$ cat config.mk
export PLATFORM = sky130hd
export DESIGN_NAME = uart_frame_arbiter
export DESIGN_NICKNAME = d
export VERILOG_FILES = /design/src/rtl/uart_arb_pkg.sv /design/src/rtl/rr_arbiter.sv /design/src/rtl/uart_frame_arbiter.sv
export SDC_FILE = /design/constraint.sdc
export NUM_CORES = 1
export LEC_CHECK = 0
export BUFFER_PORTS_ARGS = -buffer_cell sky130_fd_sc_hd__buf_2
export CAP_MARGIN = 20
export CORE_MARGIN = 8
export CORE_UTILIZATION = 55
export CTS_BUF_LIST = sky130_fd_sc_hd__clkbuf_4 sky130_fd_sc_hd__clkbuf_8
export CTS_CLUSTER_DIAMETER = 50
export CTS_CLUSTER_SIZE = 12
export DETAILED_ROUTE_END_ITERATION = 10
export GPL_ROUTABILITY_DRIVEN = 0
export GPL_TIMING_DRIVEN = 0
export MAX_ROUTING_LAYER = met4
export PLACE_DENSITY = 0.79
export RECOVER_POWER = 100
export SLEW_MARGIN = 20
export SYNTH_ARGS = -nofsm -noshare
export SYNTH_HDL_FRONTEND = slang
export SYNTH_SLANG_ARGS = --single-unit
$ cat constraint.sdc
create_clock -name clk -period 2.2 [get_ports clk]
set_input_delay 0.55 -clock clk [delete_from_list [all_inputs] [get_ports clk]]
set_output_delay 0.55 -clock clk [all_outputs]
set_load 0.005 [all_outputs]
$ cat src/rtl/uart_arb_pkg.sv
// Shared types and the round-robin search helper for the UART frame arbiter.
package uart_arb_pkg;

   typedef enum logic [1:0] {IDLE, STREAM, GAP} arb_state_t;

   localparam int CLK_HZ  = 50_000_000;
   localparam int MAX_REQ = 8;

   // First set bit of valid searching upward from ptr+1, wrapping modulo n.
   // Walking the offsets from far to near lets the nearest hit overwrite the rest.
   function automatic logic [2:0] rr_pick(input logic [MAX_REQ-1:0] valid,
                                          input logic [2:0]         ptr,
                                          input int                 n);
      logic [2:0] pick;
      int         idx;
      pick = ptr;
      for (int i = MAX_REQ; i >= 1; i--) begin
         if (i <= n) begin
            idx = (int'(ptr) + i) % n;
            if (valid[idx[2:0]]) pick = idx[2:0];
         end
      end
      return pick;
   endfunction

endpackage

$ cat src/rtl/rr_arbiter.sv
// Combinational round-robin pick over NUM_REQ valids, starting after ptr_i.
// Zero latency; found_o says whether any requester is valid at all.
module rr_arbiter
   import uart_arb_pkg::*;
#(
   parameter  int NUM_REQ = 2,
   localparam int IDW     = $clog2(NUM_REQ)
) (
   input  logic [NUM_REQ-1:0] valid_i,
   input  logic [IDW-1:0]     ptr_i,
   output logic [IDW-1:0]     idx_o,
   output logic               found_o
);

   logic [MAX_REQ-1:0] valid_ext;
   logic [2:0]         pick;

   always_comb begin
      valid_ext                = '0;
      valid_ext[NUM_REQ-1:0]   = valid_i;
      pick                     = rr_pick(valid_ext, 3'(ptr_i), NUM_REQ);
   end

   assign idx_o   = IDW'(pick);
   assign found_o = |valid_i;

endmodule

$ cat src/rtl/uart_frame_arbiter.sv
// Frame-granular arbiter sharing one uart_tx between NUM_REQ byte sources; 1-cycle grant,
// zero-cycle byte pass-through, tx_ready forwarded to the owner, idle gap after each frame.
module uart_frame_arbiter
   import uart_arb_pkg::*;
#(
   parameter int NUM_REQ      = 2,
   parameter int GAP_CLKS     = 5000,
   parameter int TIMEOUT_CLKS = 50000,
   parameter int PRIO0        = 1
) (
   input  logic                       clk,
   input  logic                       reset,
   input  logic [NUM_REQ*8-1:0]       req_data,
   input  logic [NUM_REQ-1:0]         req_valid,
   input  logic [NUM_REQ-1:0]         req_last,
   output logic [NUM_REQ-1:0]         req_ready,
   output logic [7:0]                 tx_data,
   output logic                       tx_valid,
   input  logic                       tx_ready,
   output logic [$clog2(NUM_REQ)-1:0] grant_id,
   output logic                       busy,
   output logic                       timeout_err
);

   localparam int IDW = $clog2(NUM_REQ);
   localparam int GW  = (GAP_CLKS > 0) ? $clog2(GAP_CLKS + 1) : 1;
   localparam int TW  = $clog2(TIMEOUT_CLKS + 1);
   localparam logic [GW-1:0] GAP_LOAD = GW'((GAP_CLKS > 0) ? GAP_CLKS - 1 : 0);
   localparam logic [TW-1:0] TO_LAST  = TW'(TIMEOUT_CLKS - 1);

   arb_state_t     state_q, state_d;
   logic [IDW-1:0] grant_q, grant_d;
   logic [IDW-1:0] rr_ptr_q, rr_ptr_d;
   logic [GW-1:0]  gap_q, gap_d;
   logic [TW-1:0]  to_q, to_d;

   logic [IDW-1:0] rr_idx;
   logic           rr_found;
   logic           sel_valid, sel_last;
   logic [7:0]     sel_data;

   rr_arbiter #(.NUM_REQ(NUM_REQ)) u_rr (
      .valid_i (req_valid),
      .ptr_i   (rr_ptr_q),
      .idx_o   (rr_idx),
      .found_o (rr_found)
   );

   assign sel_valid = req_valid[grant_q];
   assign sel_last  = req_last[grant_q];
   assign sel_data  = req_data[{grant_q, 3'b000} +: 8];

   always_comb begin
      state_d     = state_q;
      grant_d     = grant_q;
      rr_ptr_d    = rr_ptr_q;
      gap_d       = gap_q;
      to_d        = to_q;
      tx_valid    = 1'b0;
      tx_data     = '0;
      req_ready   = '0;
      timeout_err = 1'b0;
      unique case (state_q)
         IDLE: begin
            if (rr_found) begin
               grant_d = (PRIO0 != 0 && req_valid[0]) ? '0 : rr_idx;
               to_d    = '0;
               state_d = STREAM;
            end
         end
         STREAM: begin
            tx_valid           = sel_valid;
            tx_data            = sel_data;
            req_ready[grant_q] = tx_ready;
            if (sel_valid && tx_ready) begin
               to_d = '0;
               if (sel_last) begin
                  rr_ptr_d = grant_q;
                  if (GAP_CLKS > 0) begin
                     gap_d   = GAP_LOAD;
                     state_d = GAP;
                  end else begin
                     state_d = IDLE;
                  end
               end
            end else if (!sel_valid) begin
               // Only a silent owner counts toward the drop; a uart_tx stall never does.
               if (to_q >= TO_LAST) begin
                  timeout_err = 1'b1;
                  rr_ptr_d    = grant_q;
                  to_d        = '0;
                  state_d     = IDLE;
               end else begin
                  to_d = to_q + 1'b1;
               end
            end
         end
         GAP: begin
            if (gap_q == '0) state_d = IDLE;
            else             gap_d   = gap_q - 1'b1;
         end
         default: state_d = IDLE;
      endcase
   end

   always_ff @(posedge clk or negedge reset) begin
      if (!reset) begin
         state_q  <= IDLE;
         grant_q  <= '0;
         rr_ptr_q <= IDW'(NUM_REQ - 1);
         gap_q    <= '0;
         to_q     <= '0;
      end else begin
         state_q  <= state_d;
         grant_q  <= grant_d;
         rr_ptr_q <= rr_ptr_d;
         gap_q    <= gap_d;
         to_q     <= to_d;
      end
   end

   assign grant_id = grant_q;
   assign busy     = (state_q != IDLE);

endmodule

* Word-level counts from Yosys, hierarchy flattened
Index checks and enable logic that the tools add are counted.
** Cells by class
- Add/subtract/negate cells :: 4
- Multipliers :: 0
- Div/mod/pow operators :: 0
- Magnitude comparators :: 5
- Equal/unequal tests :: 12
- Shift operators :: 1
- Mux-type cells :: 40
- Bitwise operators :: 3
- Reduce and logical (&&, ||, !) cells :: 14
** Operator list (number)
- two-way mux 16 bit :: 4
- two-way mux 13 bit :: 3
- one-hot mux 16 bit (2 select lines) :: 1
- one-hot mux 13 bit (2 select lines) :: 1
- two-way mux 1 bit :: 19
- adder 16 x 1 -> 16 bit (second input constant) :: 1
- >= comparator 16 bit (second input constant) :: 1
- indexed part select 16 x 5 -> 8 bit :: 1
- two-way mux 2 bit :: 7
- zero test 13 bit :: 1
- subtractor 13 x 1 -> 13 bit (second input constant) :: 1
- != test 2 bit (second input constant) :: 6
- != test 3 bit (second input constant) :: 3
- less-than comparator 3 x 4 -> 1 bit (second input constant) :: 2
- two-way mux 8 bit :: 1
- AND reduction 4 bit :: 2
- nonzero test 2 bit :: 4
- one-hot mux 2 bit (3 select lines) :: 1
- AND reduction 5 bit :: 1
- binary-select mux 1 bit (select 2 bit) :: 2
- AND reduction 3 bit :: 1
- adder 1 bit (second input constant) :: 2
- bitwise AND 1 bit (first input constant) :: 2
- bitwise AND 2 bit :: 1
- 10 further kinds :: 11
** Word-level totals
- Register bits after elaboration :: 33
- Latch bits :: 0
- RAM bits :: 0
- ROM bits :: 0
- Input port bits :: 23
- Output and inout bits :: 14
- Word-level logic and storage cells :: 84
- Memories kept :: 0

* Logic depth before layout (Yosys ltp)
- Word-level depth :: 7
- Depth in mapped cells :: 7
- Gate-level depth less buffers :: 6

* Modules after synthesis
Synthesis repeated with hierarchy kept, for this count alone.
** Unflattened totals
- Cells, all modules :: 216
- Area, all modules :: 2016.9 um^2
** Modules (own cells, without submodules)
- uart_frame_arbiter :: instances 1, cells an instance 213, area each 2001.9 um^2, seq. area each 827.0 um^2
- rr_arbiter :: instances 1, cells an instance 3, area each 15.0 um^2, seq. area each 0.0 um^2

* Worst setup path before layout
Ideal clock, no wire load.
- Path kind :: in2reg
- Start :: input req_valid[0]
- End :: register to_q[14]
- Library setup time :: 0.082 ns
- Data arrival time :: 1.897 ns
- Required time :: 2.118 ns
- Setup slack :: 0.220 ns
- Stages on the path :: 5
- Path buffers :: 1
- Path through :: mux2_4 > a211o_1 > buf_6 > or4_4 > a22oi_2
** Between the ends
- Longest elaborated chain between the ends :: 5
- Elaborated cells on any way between the ends :: 9
- Those cells by class :: eq/ne (2); mux (4); reduce/logical (3)
** RTL lines
- from (decl) :: RTL line uart_frame_arbiter.sv:14 : input logic [NUM_REQ-1:0] req_valid,
- two-way mux 1 bit (not written as such) (2 in a row) :: RTL line uart_frame_arbiter.sv:49 : assign sel_valid = req_valid[grant_q];
- logical AND 1 bit :: RTL line uart_frame_arbiter.sv:75 : if (sel_valid && tx_ready) begin
- != test 3 bit (no line) / two-way mux 16 bit (equally long branches)
- AND reduction 3 bit (no line) / one-hot mux 16 bit (2 select lines) (equally long branches)
- to (signal assigned) :: RTL line uart_frame_arbiter.sv:118 : to_q <= to_d;
- to (decl) :: RTL line uart_frame_arbiter.sv:35 : logic [TW-1:0] to_q, to_d;
Several ways; a longest one is shown, not always the timed one. The select of a mux whose other input is x is not followed.
A chain may end at the register's enable or synchronous reset.

* Worst setup path in the final report
- Start :: register to_q[12]
- End :: output timeout_err
** Between the ends
- Longest elaborated chain between the ends :: 5
** RTL lines
- >= comparator 16 bit :: RTL line uart_frame_arbiter.sv:88 : if (to_q >= TO_LAST) begin
- two-way mux 1 bit :: RTL line uart_frame_arbiter.sv:88
- two-way mux 1 bit :: RTL line uart_frame_arbiter.sv:86 : end else if (!sel_valid) begin
- two-way mux 1 bit :: RTL line uart_frame_arbiter.sv:75
- two-way mux 1 bit :: RTL line uart_frame_arbiter.sv:63 : unique case (state_q)
- to (decl) :: RTL line uart_frame_arbiter.sv:22 : output logic timeout_err
No other way between the ends.

==> results.py <==
metrics = {
    "drt": {
        "drtIter0Drc": 95,
        "first_pass_iters": 4,
        "antenna_left": 0,
        "wl_per_cell_um": 16.2,
        "vias_per_cell": 6.10,
        "drcViolationCount": 0,
        "wl_um": 5150,
        "vias": 1934,
    },
    "clocking": {
        "cts-root-buf": "clkbuf_8",
        "clk_pin_slew_ns": 0.07,
        "hold_buffers": 0,
        "cts_sinks": 32,
        "cts_buffer_depth": 2,
        "htree_levels": 2,
        "cts-buffers-inserted": 5,
        "clk_latency_ns": 0.29,
        "cts_tree": "yes",
    },
    "timing": {
        "setup_violations": 0,
        "worst_slew_pin_slew_ns": 1.69,
        "fin_crit_ns": 2.18,
        "hold_viol_final": 0,
        "setup_ws_ns": 0.0184,
        "whs_ns": 0.481,
        "post-route-period-util_pct": 99.2,
        "fmax_mhz": 458,
        "rsz0062_at_grt": "true",
        "final_max_slew_viol_count": 33,
        "slew_headroom_pct": -12.8,
        "fin_skew_ns": 0.00970,
    },
    "die": {
        "die_area_um2": 5940,
        "num_rows": 22,
        "io_pins": 37,
        "die_h_um": 77.1,
        "die_width_um": 77.1,
        "core_um2": 3630,
        "start_util_pct": 56.4,
    },
    "synthesis": {
        "synth_area_um2": 2050,
        "async_flop_share_pct": 100,
        "synth_area_leaders": "dfrtp_1, mux2i_1, or4_1, o31ai_1, a22oi_1",
        "synthSimpleGateAreaFrac_pct": 25.9,
        "synth_top_area_cell": "dfrtp_1",
        "yosys.cell_types.count": 41,
        "yosys_register_bits": 32,
        "muxShareOfSynthArea_pct": 8.54,
        "ys_warn_count": 0,
        "synthAdderAreaFrac_pct": 1.83,
        "synth_top_family_by_area": "simple AND/OR/NAND/NOR gates",
        "synth_edf_count": 0,
        "syn_area_per_cell_um2": 9.15,
        "synth_fp_nets": 250,
        "ys.flop_type": "dfrtp_1",
        "synth_compound_area_share_pct": 19.4,
        "syn_inst": 224,
        "synth_xor_area_share_pct": 0,
        "yosys.area.top_type_share_pct": 39.0,
        "ys_seq_area_share_pct": 39.0,
    },
    "status": {
        "status": "finished with violations",
        "violations": "max-capacitance violations, max-slew violations",
    },
    "placed_design": {
        "portBuffers": 36,
        "dp_hpwl_um": 3560,
        "dpl-instance-area_um2": 2290,
        "pre_cts_slack_ns": -0.262,
    },
    "power_and_ir_drop": {
        "switching_share_pct": 40.2,
        "power_frac_comb_pct": 43.9,
        "p_leak_nw": 1.09,
        "power_frac_clock_pct": 22.6,
        "p_int_mw": 1.33,
        "power.switching_uw": 893,
        "pwr_density_cell_nw_per_um2": 912,
        "seq_power_share_pct": 33.5,
        "vdd_ir_drop_max_mv": 0.588,
    },
    "grt": {
        "grt_first_pass_wirelength_um": 8670,
        "grt_pass1_vias": 1867,
        "overflow": 0,
        "grt_max_degree": 33,
        "grt_usage_pct": 18.2,
        "antenna_found_initial": 0,
    },
    "final_layout": {
        "final_area_um2": 2440,
        "synthToLayoutAreaGrowth_pct": 18.9,
        "antenna_cells": 0,
        "nets": 294,
        "drive_gt1_share_pct": 24.2,
    },
    "worst_setup_path": {
        "worstSetupStartpointType": "register",
        "rr_worst_depth": 7,
        "worst-setup-path-type": "register to output port",
        "crit_fanout": 5,
        "arrival_ns": 1.63,
        "cp-end-kind": "output port",
        "crit_required_ns": 1.65,
    },
    "hold_path": {
        "worstHoldPathType": "register to register",
        "holdPathStages": 1,
    },
    "job": {
        "drv_cap": 1,
    },
}
[metrics by stage]
| stage | utilization, % | setup TNS, ns | instances | total power [mW] |
|---|---|---|---|---|
| 4_1_cts | 66.0 | 0 | 316 | 2.19 |
| 2_1_floorplan | - | 0 | 224 | 1.37 |
| 3_5_place_dp | 63.1 | -2.68 | 308 | 1.68 |
| 6_report | 67.1 | 0 | 317 | 2.22 |
| 3_3_place_gp | 63.1 | -2.64 | 308 | 1.66 |
| 5_1_grt | 67.1 | -0.0624 | 317 | 2.36 |
[repair_timing]
action,CTS,global route
setup endpoints to repair,20,24
buffers inserted,0,3
gates resized for setup,5,8
pin swaps,0,0
[Yosys cell counts (5+ instances only)]
library cell	number
nand3_1	10
nand2_1	13
o21ai_0	7
or3_1	5
or4_1	15
a21oi_1	5
dfrtp_1	32
inv_1	10
mux2i_1	16
a22oi_1	11
o31ai_1	13
clkbuf_1	10
nor2_1	20
nand4_1	5
[state kept, by name, indices dropped and copies added, names as in the netlist]
register and count:
to_q 16, gap_q 13, state_q 2, grant_id 1
[worst paths after layout]
path                               end  slack (ns)     start
hold / removal                gap_q[0]        0.48  gap_q[0]
min in group asynchronous     grant_id        0.69     reset
setup / recovery           timeout_err        0.02  to_q[12]
setup reg to reg              to_q[14]        0.05  grant_id
max in group asynchronous     to_q[11]        0.53     reset
hold reg to reg               gap_q[0]        0.48  gap_q[0]
[cell families (layout without fill, tap and decap cells)]
kind of cell / count (synthesis) / in the layout
AND/OR/NAND/NOR: 94 / 94
AO/OA/AOI/OAI: 54 / 54
flip-flops: 32 / 32
buffers and inverters: 24 / 69
multiplexers: 17 / 17
adder cells (fa/ha/maj): 3 / 3
[layer usage]
| metal | track usage [%] | share of wire, % | up-vias |
|---|---|---|---|
| li1 | - | - | 951 |
| met1 | 21.0 | 45 | 929 |
| met2 | 28.9 | 49 | 46 |
| met3 | 3.96 | 4.9 | 8 |
| met4 | 10.0 | 1.7 | 0 |
| met5 | - | 0 | - |
[worst max-delay path, stage by stage, from the launching register on]
cell and delay [ns]:
dfrtp_1 0.42, or4_1 0.57, nand3_2 0.14, a211oi_2 0.07, buf_2 0.15
[layout make-up]
class                           instances  area, um2
Tap cell                               48       60.1
Fill cell                             304       1200
Buffer                                 12       67.6
Inverter                               10       37.5
Timing Repair Buffer                   39        200
Sequential cell                        32        801
Multi-Input combinational cell        168       1170
Clock inverter                          1       7.51
Clock buffer                            7       90.1
[cell usage in the layout (no fill, tap or decap), types with 2 or more instances in the layout]
cell,n
and2_1,2
inv_1,10
clkbuf_2,3
nand4_1,5
a211oi_2,2
o21ai_0,7
buf_2,37
nor2b_1,4
dfrtp_1,32
nand2b_1,4
nand3_1,9
o211ai_1,3
a21oi_1,5
or4_1,16
nor4_1,3
clkbuf_1,6
buf_4,3
or3_1,5
nor2_1,20
and3_1,3
o31ai_1,12
ha_1,2
nand2_1,13
a22oi_1,11
or4_4,2
buf_6,2
a211o_1,3
mux2i_1,16
nor3_1,3
clkbuf_8,6
[power by group through the flow]
stage,Sequential (mW),Combinational [mW],Clock (mW)
floorplan,0.724,0.641,0
global placement,0.733,0.930,0
detailed placement,0.737,0.941,0
CTS,0.726,0.959,0.505
global route,0.757,1.08,0.528
finish,0.745,0.976,0.503
Note: power is estimated with default switching activity, not from simulation.
